==> src/rtl/tiny_pkg.sv <==
// Shared defaults, register map and working-state record for the tinyenc cipher block.
package tiny_pkg;
  localparam logic [63:0] KEY_DEF   = 64'h816fc52b09e74da3;
  localparam logic [15:0] DELTA_DEF = 16'h1;
  localparam int          SHL_DEF   = 4;
  localparam int          SHR_DEF   = 5;
  localparam logic [7:0]  ROUND_DEF = 8'd1;

  localparam logic [31:0] ADDR_K10   = 32'h0;
  localparam logic [31:0] ADDR_K32   = 32'h4;
  localparam logic [31:0] ADDR_DELTA = 32'h8;
  localparam logic [31:0] ADDR_STAT  = 32'hC;

  // Per-block snapshot: config can change underneath without disturbing a block in flight.
  typedef struct packed {
    logic [63:0] key;
    logic [15:0] delta;
    logic [15:0] sum;
    logic [15:0] y;
    logic [15:0] x;
  } work_t;
endpackage

==> src/rtl/tiny_mix.sv <==
// Round mix function: ((v<<SHL)+ka) ^ (v+sum) ^ ((v>>SHR)+kb), all modulo 2^16.
module tiny_mix #(
  parameter int SHL = 4,
  parameter int SHR = 5
) (
  input  logic [15:0] v,
  input  logic [15:0] sum,
  input  logic [15:0] ka,
  input  logic [15:0] kb,
  output logic [15:0] f
);
  logic [15:0] shl_v, shr_v;
  assign shl_v = v << SHL;
  assign shr_v = v >> SHR;
  assign f     = (shl_v + ka) ^ (v + sum) ^ (shr_v + kb);
endmodule

==> src/rtl/tinyenc.sv <==
// Iterative 32-bit block encryptor, one round per clock, with a small register config port.
module tinyenc import tiny_pkg::*; #(
  parameter logic [63:0] KEY   = KEY_DEF,
  parameter logic [15:0] DELTA = DELTA_DEF,
  parameter int          SHL   = SHL_DEF,
  parameter int          SHR   = SHR_DEF,
  parameter logic [7:0]  ROUND = ROUND_DEF
) (
  input  logic        clk,
  input  logic        prstb,
  input  logic        req,
  input  logic [31:0] wdata,
  output logic        ack,
  output logic [31:0] rdata,
  input  logic        psel,
  input  logic        penable,
  input  logic        pwrite,
  input  logic [31:0] paddr,
  input  logic [31:0] pwdata,
  output logic [31:0] prdata,
  output logic        pready
);
  if (ROUND == 8'd0) begin : g_bad_round
    $error("tinyenc: ROUND must be nonzero");
  end

  logic [63:0] key_q;
  logic [15:0] delta_q;
  work_t       w_q;
  logic [7:0]  i_q;
  logic [31:0] rdata_q, prdata_q;
  logic [15:0] sum_d, x_d, y_d, fx, fy;
  logic        busy;

  assign busy   = (i_q != 8'd0);
  assign ack    = ~busy;
  assign rdata  = rdata_q;
  assign prdata = prdata_q;
  assign pready = 1'b1;

  // x update uses the old y; y update uses the freshly computed x.
  assign sum_d = w_q.sum + w_q.delta;
  tiny_mix #(.SHL(SHL), .SHR(SHR)) u_mix_x (
    .v(w_q.y), .sum(sum_d), .ka(w_q.key[15:0]), .kb(w_q.key[31:16]), .f(fx)
  );
  assign x_d = w_q.x + fx;
  tiny_mix #(.SHL(SHL), .SHR(SHR)) u_mix_y (
    .v(x_d), .sum(sum_d), .ka(w_q.key[47:32]), .kb(w_q.key[63:48]), .f(fy)
  );
  assign y_d = w_q.y + fy;

  always_ff @(posedge clk or negedge prstb) begin
    if (!prstb) begin
      w_q     <= '0;
      i_q     <= 8'd0;
      rdata_q <= '0;
    end else if (ack && req) begin
      w_q <= '{key: key_q, delta: delta_q, sum: 16'h0, y: wdata[31:16], x: wdata[15:0]};
      i_q <= ROUND;
    end else if (busy) begin
      w_q.sum <= sum_d;
      w_q.x   <= x_d;
      w_q.y   <= y_d;
      i_q     <= i_q - 8'd1;
      if (i_q == 8'd1) rdata_q <= {y_d, x_d};
    end
  end

  always_ff @(posedge clk or negedge prstb) begin
    if (!prstb) begin
      key_q    <= KEY;
      delta_q  <= DELTA;
      prdata_q <= '0;
    end else begin
      if (psel && penable && pwrite) begin
        case (paddr)
          ADDR_K10:   key_q[31:0]  <= pwdata;
          ADDR_K32:   key_q[63:32] <= pwdata;
          ADDR_DELTA: delta_q      <= pwdata[15:0];
          default: ;
        endcase
      end
      if (psel) begin
        case (paddr)
          ADDR_K10:   prdata_q <= key_q[31:0];
          ADDR_K32:   prdata_q <= key_q[63:32];
          ADDR_DELTA: prdata_q <= {16'h0, delta_q};
          ADDR_STAT:  prdata_q <= {16'h0, i_q, 7'h0, busy};
          default:    prdata_q <= '0;
        endcase
      end
    end
  end
endmodule
==> config.mk <==
export PLATFORM = sky130hd
export DESIGN_NAME = tinyenc
export DESIGN_NICKNAME = d
export VERILOG_FILES = /design/src/rtl/tiny_pkg.sv /design/src/rtl/tiny_mix.sv /design/src/rtl/tinyenc.sv
export SDC_FILE = /design/constraint.sdc
export NUM_CORES = 1
export LEC_CHECK = 0
export BUFFER_PORTS_ARGS = -buffer_cell sky130_fd_sc_hd__buf_2
export CAP_MARGIN = 5
export CELL_PAD_IN_SITES_DETAIL_PLACEMENT = 2
export CELL_PAD_IN_SITES_GLOBAL_PLACEMENT = 2
export CORE_MARGIN = 2
export CORE_UTILIZATION = 43
export CTS_CLUSTER_SIZE = 10
export DETAILED_ROUTE_END_ITERATION = 8
export PLACE_DENSITY = 0.84
export SETUP_SLACK_MARGIN = 0.4
export SLEW_MARGIN = 20
export SYNTH_ARGS = -nofsm -noshare
export SYNTH_HDL_FRONTEND = slang
export SYNTH_SLANG_ARGS = --single-unit
==> constraint.sdc <==
create_clock -name clk -period 21.2 [get_ports clk]
set_input_delay 4.24 -clock clk [delete_from_list [all_inputs] [get_ports clk]]
set_output_delay 4.24 -clock clk [all_outputs]
set_load 0.05 [all_outputs]
## Word-level counts from Yosys, hierarchy flattened

Index checks and enable logic that the tools add are counted.
Widths: inputs -> output; s select.

- Bits in registers: 280
- Input port bits: 102
- Output and inout port bits: 66
- Logic and storage cells: 46

- Add/subtract/negate cells: 10
- Equal/unequal tests: 4
- Multiplexer cells: 5
- Bitwise logic cells: 6
- Reduce and logical (&&, ||, !) cells: 10

Operators by type and width:

| cell | count |
|---|---|
| $pmux 32 s4 | 1 |
| $add 16x16->16 | 7 |
| $mux 48 | 2 |
| $eq 32x4->1 const B | 2 |
| $xor 16x16->16 | 4 |
| $add 11x16->16 | 2 |
| $eq 32x3->1 const B | 1 |
| $logic_not 32->1 | 1 |
| $mux 8 | 2 |
| $eq 8x1->1 const B | 1 |
| $reduce_bool 8->1 | 1 |
| $sub 8x1->8 const B | 1 |
| $reduce_and 2->1 | 3 |
| $logic_and 1x1->1 | 3 |
| $reduce_and 3->1 | 1 |
| $not 1->1 | 2 |
| $reduce_bool 2->1 | 1 |

## Longest topological paths before layout

Gate-level depths: netlist (run 1).

- Depth in word-level cells: 11
- Depth in mapped cells: 43
- Depth with buffers taken out: 43

## Cells and area by module

Synthesis (run 1) repeated with hierarchy kept, for this count alone.

- Cell total of the unflattened synthesis: 1638
- Area, all modules: 17621.9 um^2

By module, submodules not included:

| module | instances | cells an instance | area an instance (um^2) | sequential area each (um^2) |
|---|---|---|---|---|
| tinyenc | 1 | 1128 | 13548.0 | 7048.0 |
| tiny_mix | 2 | 255 | 2037.0 | 0.0 |

## Worst setup path after synthesis (run 1)

Ideal clock, no wire load.

- Path type: register to register
- From: register w_q[32] (netlist bit)
- To: register rdata_q[31], in the netlist rdata[31]
- Setup time: 0.125 ns
- Arrival: 8.047 ns
- Required time: 21.075 ns
- Slack: 13.028 ns
- Stages on the path, launching flop included: 44
- Path buffers: 0
- Clock period less this slack: 8.172 ns
- Cell sequence: dfrtp_1 -> ha_1 -> inv_1 -> fa_1 -> nor2b_1 -> o21ai_0 -> a21boi_0 -> o21ai_0 -> a21boi_0 -> nor2_1 -> o21ai_0 -> a21oi_1 -> xnor2_1 -> ha_1 -> xnor2_1 -> xnor2_1 -> xnor2_1 -> xnor2_1 -> [... 8 more ...] -> xnor2_1 -> xnor3_2 -> xnor2_1 -> ha_1 -> nand2_1 -> o21ai_0 -> nand3_1 -> xnor2_1 -> xnor2_1 -> xnor2_1 -> ha_1 -> nand2_1 -> o21ai_0 -> a41o_1 -> xnor3_1 -> xor2_1 -> xnor2_1 -> mux2_2

- Cells in the longest elaborated chain, start to end: 9
- Elaborated cells between the ends (all ways): 11
- Those cells by class: add/sub (7); bitwise (4)

RTL lines:

| what | line | text |
|---|---|---|
| start, declared | tinyenc.sv:29 | `work_t w_q;` |
| start signal, assigned | tinyenc.sv:58 | `w_q <= '{key: key_q, delta: delta_q, sum: 16'h0, y: wdata[31:16], x: wdata[15:0]};` |
| $add 16x16->16 * | tinyenc.sv:42 | `assign sum_d = w_q.sum + w_q.delta;` |
| $add 16x16->16 * | tiny_mix.sv:15 | `assign f = (shl_v + ka) ^ (v + sum) ^ (shr_v + kb);` |
| $xor 16x16->16 * (2 in a row) | tiny_mix.sv:15 |  |
| $add 16x16->16 * | tinyenc.sv:46 | `assign x_d = w_q.x + fx;` |
| via u_mix_y.v[15] | tiny_mix.sv:6 | `input logic [15:0] v,` |
| $add 16x16->16 | tiny_mix.sv:15 |  |
| $xor 16x16->16 | tiny_mix.sv:15 |  |
| $xor 16x16->16 * | tiny_mix.sv:15 |  |
| $add 16x16->16 * | tinyenc.sv:50 | `assign y_d = w_q.y + fy;` |
| end signal, assigned | tinyenc.sv:65 | `if (i_q == 8'd1) rdata_q <= {y_d, x_d};` |
| end, declared | tinyenc.sv:31 | `logic [31:0] rdata_q, prdata_q;` |

Mark *: on every way through the listed nets, which the timed path passes. The rest lies on a longest branch.
A chain may end at the register's enable or synchronous reset.

## Worst setup path in the final report (run 1)

- From: register w_q[48] (netlist bit)
- To: register rdata_q[31], in the netlist rdata[31]

Same word-level chain as after synthesis.

==> results.cfg, run 1 <==
[routing]
drtPass1Iterations = 5
avgRoutedWirePerCell_um = 26.4
vias_per_cell = 5.75
drc = 0
vias = 13100
drt_iter0_markers = 558
drtAntennaViolNets = 0
routed_wirelength_um = 60400

[logic_synthesis]
synth_top_family_by_area = multiplexers
synth_seq_cells = 280
synth_fa_ha_area_share_pct = 10.6
synth_area_leader_cell = dfrtp_1
async_flop_share_pct = 100
synth_xor_xnor_area_share_pct = 9.54
netlist_instances = 1574
synth-edff-count = 0
synth.yosys.seq_area_share_pct = 41.2
synthMuxAreaShare_pct = 16.1
yosys.area_share.simple_pct = 7.46
yosys-top-cells-count = 247 x dfrtp_1, 182 x mux2_2, 138 x xnor2_1
synth_flop_cell = dfrtp_1
synth_compound_area_share_pct = 11.9
avgSynthCellArea_um2 = 10.9
yosysWarnings = 0
yosysMostFrequentCell = dfrtp_1
netlist_area_um2 = 17100
ys_types = 69
netlist_top_cells_area = dfrtp_1 36%, mux2_2 12%, ha_1 9.5%
synth_top_area_share_pct = 36.1
synthesis.nets = 1815

[timing]
rsz0062_at_grt = false
setup_violations = 0
finalSetupTns_ps = 0
finalMaxSlewViolations = 0
skew_ps = 18.9
fmax_ghz = 0.0968
hold_viol_final = 0
period_needed_ps = 10330
max_slew_margin_pct = 30.8
min_period_over_period_pct = 48.7
tightest_slew_ps = 1040

[critical_path]
r2r_cells = 38
ff2ff_setup_slack_ps = 10870
crit_slowest_cell = a21boi_0
start_kind = flip-flop
crit_path_start = w_q[48]
slowest_delay_ps = 630
cp.arrival_ps = 10760
crit_required_ps = 21630
critPathCaptureType = flip-flop
r2r_end = rdata[31]
r2r-start = w_q[48]
path_class = flip-flop to flip-flop
critPathMaxFanout = 6

[cts]
cts_tree = done
cts_root_buf = clkbuf_16
cts_buffer_depth = 3
clk_pin_slew_ps = 60
cts_made_buffers = 35
clk_latency_ps = 560
hold_buffers = 0
cts_resized = 0
htree_levels = 2
post_cts_buffers = 0
cts_sinks = 280

[grt]
grt_antenna_before_repair = 3
grt_pass1_wl_um = 93000
grt_pass1_vias = 15100
grt_remaining_overflow = 0
grt_use_total_pct = 29.8
grt_max_degree = 161

[worst_hold_path]
min_from = rdata[1]
worst_hold_path.endpoint = rdata[1]
worstHoldPathCells = 2
min_path_type = flip-flop to flip-flop

[floorplanning]
die_x_um = 204
io_pins = 168
dieArea_um2 = 41400
die_h_um = 204
start_util_pct = 43.3
row_count = 73
coreArea_um2 = 39500

[placement]
io_buffers = 166
dpl.cell_count = 2225
gp_congestion = 0.905
hpwl_um = 43700

[status]
outcome = finished clean

[cells_and_area]
fin_nets = 1978
syn2layout_area_growth_pct = 14.7
nFillCells = 4030
final_cells = 2286
drive_above_1_share_pct = 26.1

[flow_run]
maxCapViolations = 0
[registers in the layout (all words and copies together), names as in the netlist]
name / count
w_q: 128
key_q: 64
prdata: 32
rdata: 32
delta_q: 16
i_q: 8
[cells by family (layout without fill, tap and decap cells)]
logic type / count (synthesis) / in the layout
AOI/OAI and AO/OA: 326 / 326
DFF: 280 / 280
and+or+nand+nor: 263 / 263
muxes: 242 / 242
xor gates and xnor gates: 180 / 180
buffers and inverters: 143 / 329
adders and majority gates: 139 / 139
other: 1 / 2
[per-layer routing]
metal / part of all wire (%) / up-vias / GRT usage, %
met3: 4.3 / 106 / 5.02
met1: 43 / 6826 / 37.5
met5: 0.036 / - / 0
met4: 2.3 / 4 / 7.90
li1: - / 5893 / -
met2: 51 / 309 / 52.8
[cell usage in the layout (no fill, tap or decap), types with 43 or more instances in the layout]
cell     count
inv_1       92
nor2_1      57
buf_2      165
xnor2_1    138
dfrtp_1    247
mux2i_1     49
nand2_1     93
mux2_2     182
ha_1       130
a21oi_1     89
o21ai_0     85
a21o_1      43
[per-stage QoR]
step	instance area (µm²)	util, %	hold WS [ps]	worst slack [ps]
2_1_floorplan	17100	-	461	13030
3_3_place_gp	18500	46.9	456	12030
5_1_grt	19600	49.7	508	10250
3_5_place_dp	18500	46.9	472	11220
6_report	19600	49.7	476	10870
4_1_cts	19600	49.6	485	10960
[layout make-up]
| class | instances | area, µm² | share of cell area, % |
|---|---|---|---|
| flip-flops and latches | 280 | 7050 | 35.9 |
| clock inverters | 4 | 60.1 | 0.306 |
| diodes | 1 | 2.50 | 0.0127 |
| clock buffers | 56 | 1030 | 5.22 |
| inverters | 92 | 345 | 1.76 |
| repair buffers | 177 | 936 | 4.77 |
| well taps | 525 | 657 | 3.34 |
| multi-input cells | 1151 | 9560 | 48.7 |
[critical path, delay by kind of cell (launching register included)]
kind	cells	cell delay [ps]
AND/OR/NAND/NOR	7	1630
flip-flops	1	380
multiplexers	1	270
AO/OA/AOI/OAI	15	3620
buffers and inverters	1	90
XOR/XNOR	8	2110
adder cells (fa/ha/maj)	6	2070
[how the worst max path moves through the flow]
stage                 to  slack (ps)  depth (start not counted)
2_1_floorplan  rdata[31]       13030                         43
3_3_place_gp   rdata[31]       12030                         43
3_5_place_dp   rdata[31]       11220                         43
4_1_cts        rdata[31]       10960                         43
5_1_grt        rdata[31]       10250                         43
6_report       rdata[31]       10870                         38
Power of run 1 is not shown: default switching activity piles up to over one toggle a cycle in this logic, so the estimate is an artifact.
==> inputs of run 2 (changes only) <==
--- a/config.mk
+++ b/config.mk
@@ -10,10 +10,10 @@
 export CELL_PAD_IN_SITES_DETAIL_PLACEMENT = 2
 export CELL_PAD_IN_SITES_GLOBAL_PLACEMENT = 2
 export CORE_MARGIN = 2
-export CORE_UTILIZATION = 43
+export CORE_UTILIZATION = 36
 export CTS_CLUSTER_SIZE = 10
 export DETAILED_ROUTE_END_ITERATION = 8
-export PLACE_DENSITY = 0.84
+export PLACE_DENSITY = 0.75
 export SETUP_SLACK_MARGIN = 0.4
 export SLEW_MARGIN = 20
 export SYNTH_ARGS = -nofsm -noshare
==> constraint.sdc (replaced) <==
create_clock -name clk -period 9.2 [get_ports clk]
set_input_delay 1.84 -clock clk [delete_from_list [all_inputs] [get_ports clk]]
set_output_delay 1.84 -clock clk [all_outputs]
set_load 0.05 [all_outputs]
==> results.cfg, run 2 (synthesized netlist as in run 1, its figures left out) <==
[cts]
hold_buffers = 0
cts_buffer_depth = 3
cts_made_buffers = 35
cts_root_buf = clkbuf_16
clk_latency_ps = 550
htree_levels = 2
cts_tree = done
clk_pin_slew_ps = 50
cts_sinks = 280

[floorplanning]
dieArea_um2 = 49300
die_h_um = 222
start_util_pct = 36.6
row_count = 79
coreArea_um2 = 46800
die_x_um = 222
io_pins = 168

[critical_path]
crit_required_ps = 9630
critPathMaxFanout = 4
crit_slowest_cell = fa_2
slowest_delay_ps = 380
r2r-start = w_q[32]
crit_path_start = w_q[32]
cp.arrival_ps = 8820
cpMostUsedCell = xnor2_1
path_class = flip-flop to flip-flop
start_kind = flip-flop
critPathCaptureType = flip-flop

[grt]
grt_use_total_pct = 23.7
grt_pass1_vias = 14600
grt_remaining_overflow = 0
grt_pass1_wl_um = 89900
grt_antenna_before_repair = 3
grt_max_degree = 183

[timing]
hold_viol_final = 0
skew_ps = 14.5
fmax_ghz = 0.119
finalMaxSlewViolations = 0
setup_violations = 0
tightest_slew_ps = 1070
min_period_over_period_pct = 91.3
period_needed_ps = 8400
max_slew_margin_pct = 28.6
rsz0062_at_grt = false

[cells_and_area]
nFillCells = 4869
fin_nets = 2018
top_register = w_q
top_regs = w_q: 128 flops, key_q: 64 flops
final_cell_mix = 247 x dfrtp_1, 182 x mux2_2, 165 x buf_2
syn2layout_area_growth_pct = 18.1
final_area_um2 = 20200
final_cells = 2407
drive_above_1_share_pct = 29.7
largest_register_ffs = 128
mostFrequentLayoutCell = dfrtp_1
antenna_cells = 0

[routing]
drtPass1Iterations = 4
vias_per_cell = 5.41
drc = 0
drtAntennaViolNets = 0
vias = 13000
routed_wirelength_um = 58300
avgRoutedWirePerCell_um = 24.2
drt_iter0_markers = 624

[placement]
placed_area_um2 = 18800
gp_congestion = 0.850
dpl.cell_count = 2328
io_buffers = 166
hpwl_um = 44200

[worst_hold_path]
min_from = rdata[28]
min_path_type = flip-flop to flip-flop

[flow_run]
maxCapViolations = 0

[status]
outcome = finished clean
[run 2: changes by cell type in the layout (fill, tap and decap cells not counted), sizes merged]
| cell | delta |
|---|---|
| clkinv | -1 |
| clkbuf | +1 |
| buf | +40 |
| diode | -1 |
[run 2: layout make-up]
cell class                      instances  area (µm²)  area share, %
Clock inverter                          3        30.0          0.148
Tap cell                              607         759           3.75
Clock buffer                           57        1020           5.04
Inverter                               92         345           1.71
Timing Repair Buffer                  217        1240           6.11
Sequential cell                       280        7050           34.8
Multi-Input combinational cell       1151        9790           48.4
[run 2: timing repair]
item                                    in CTS  in global routing
gates resized for setup                     19                 33
setup buffers                                9                 10
endpoints found under the setup margin       4                  5
pin swaps                                   12                 33
[run 2: stage by stage]
stage          setup slack (ps)  TNS, ps  utilization (%)  hold slack [ps]
3_3_place_gp                326        0             40.2              461
5_1_grt                     303        0             43.3              516
3_5_place_dp               -122     -163             40.2              479
6_report                    804        0             43.3              485
4_1_cts                     404        0             42.8              495
2_1_floorplan              1030        0                -              461
[run 2: path summary, 6_finish.rpt]
| path | endpoint | slack, ps | cells after the start |
|---|---|---|---|
| setup / recovery | rdata[31] | 800 | 43 |
| hold / removal | rdata[28] | 490 | 2 |
| setup reg to reg | rdata[31] | 800 | 43 |
| hold reg to reg | rdata[28] | 490 | 2 |
| max in group asynchronous | delta_q[3] | 6330 | 2 |
| min in group asynchronous | rdata[12] | 1320 | 1 |
[run 2: worst max-delay path, delay by kind of cell (launching register included)]
kind	cells	cell delay [ps]
adders and majority gates	6	1790
AOI/OAI and AO/OA	12	1880
buffers and inverters	2	220
DFF	1	360
muxes	1	260
xor gates and xnor gates	15	2870
and+or+nand+nor	7	890
[run 2: per-layer routing]
metal	vias up	GRT usage [%]	wire length [µm]
li1	5977	-	-
met2	215	40.6	28500
met1	6753	32.1	26400
met5	-	0	21
met3	67	3.27	2370
met4	4	4.64	1070
Power of run 2 is left out for the same reason.
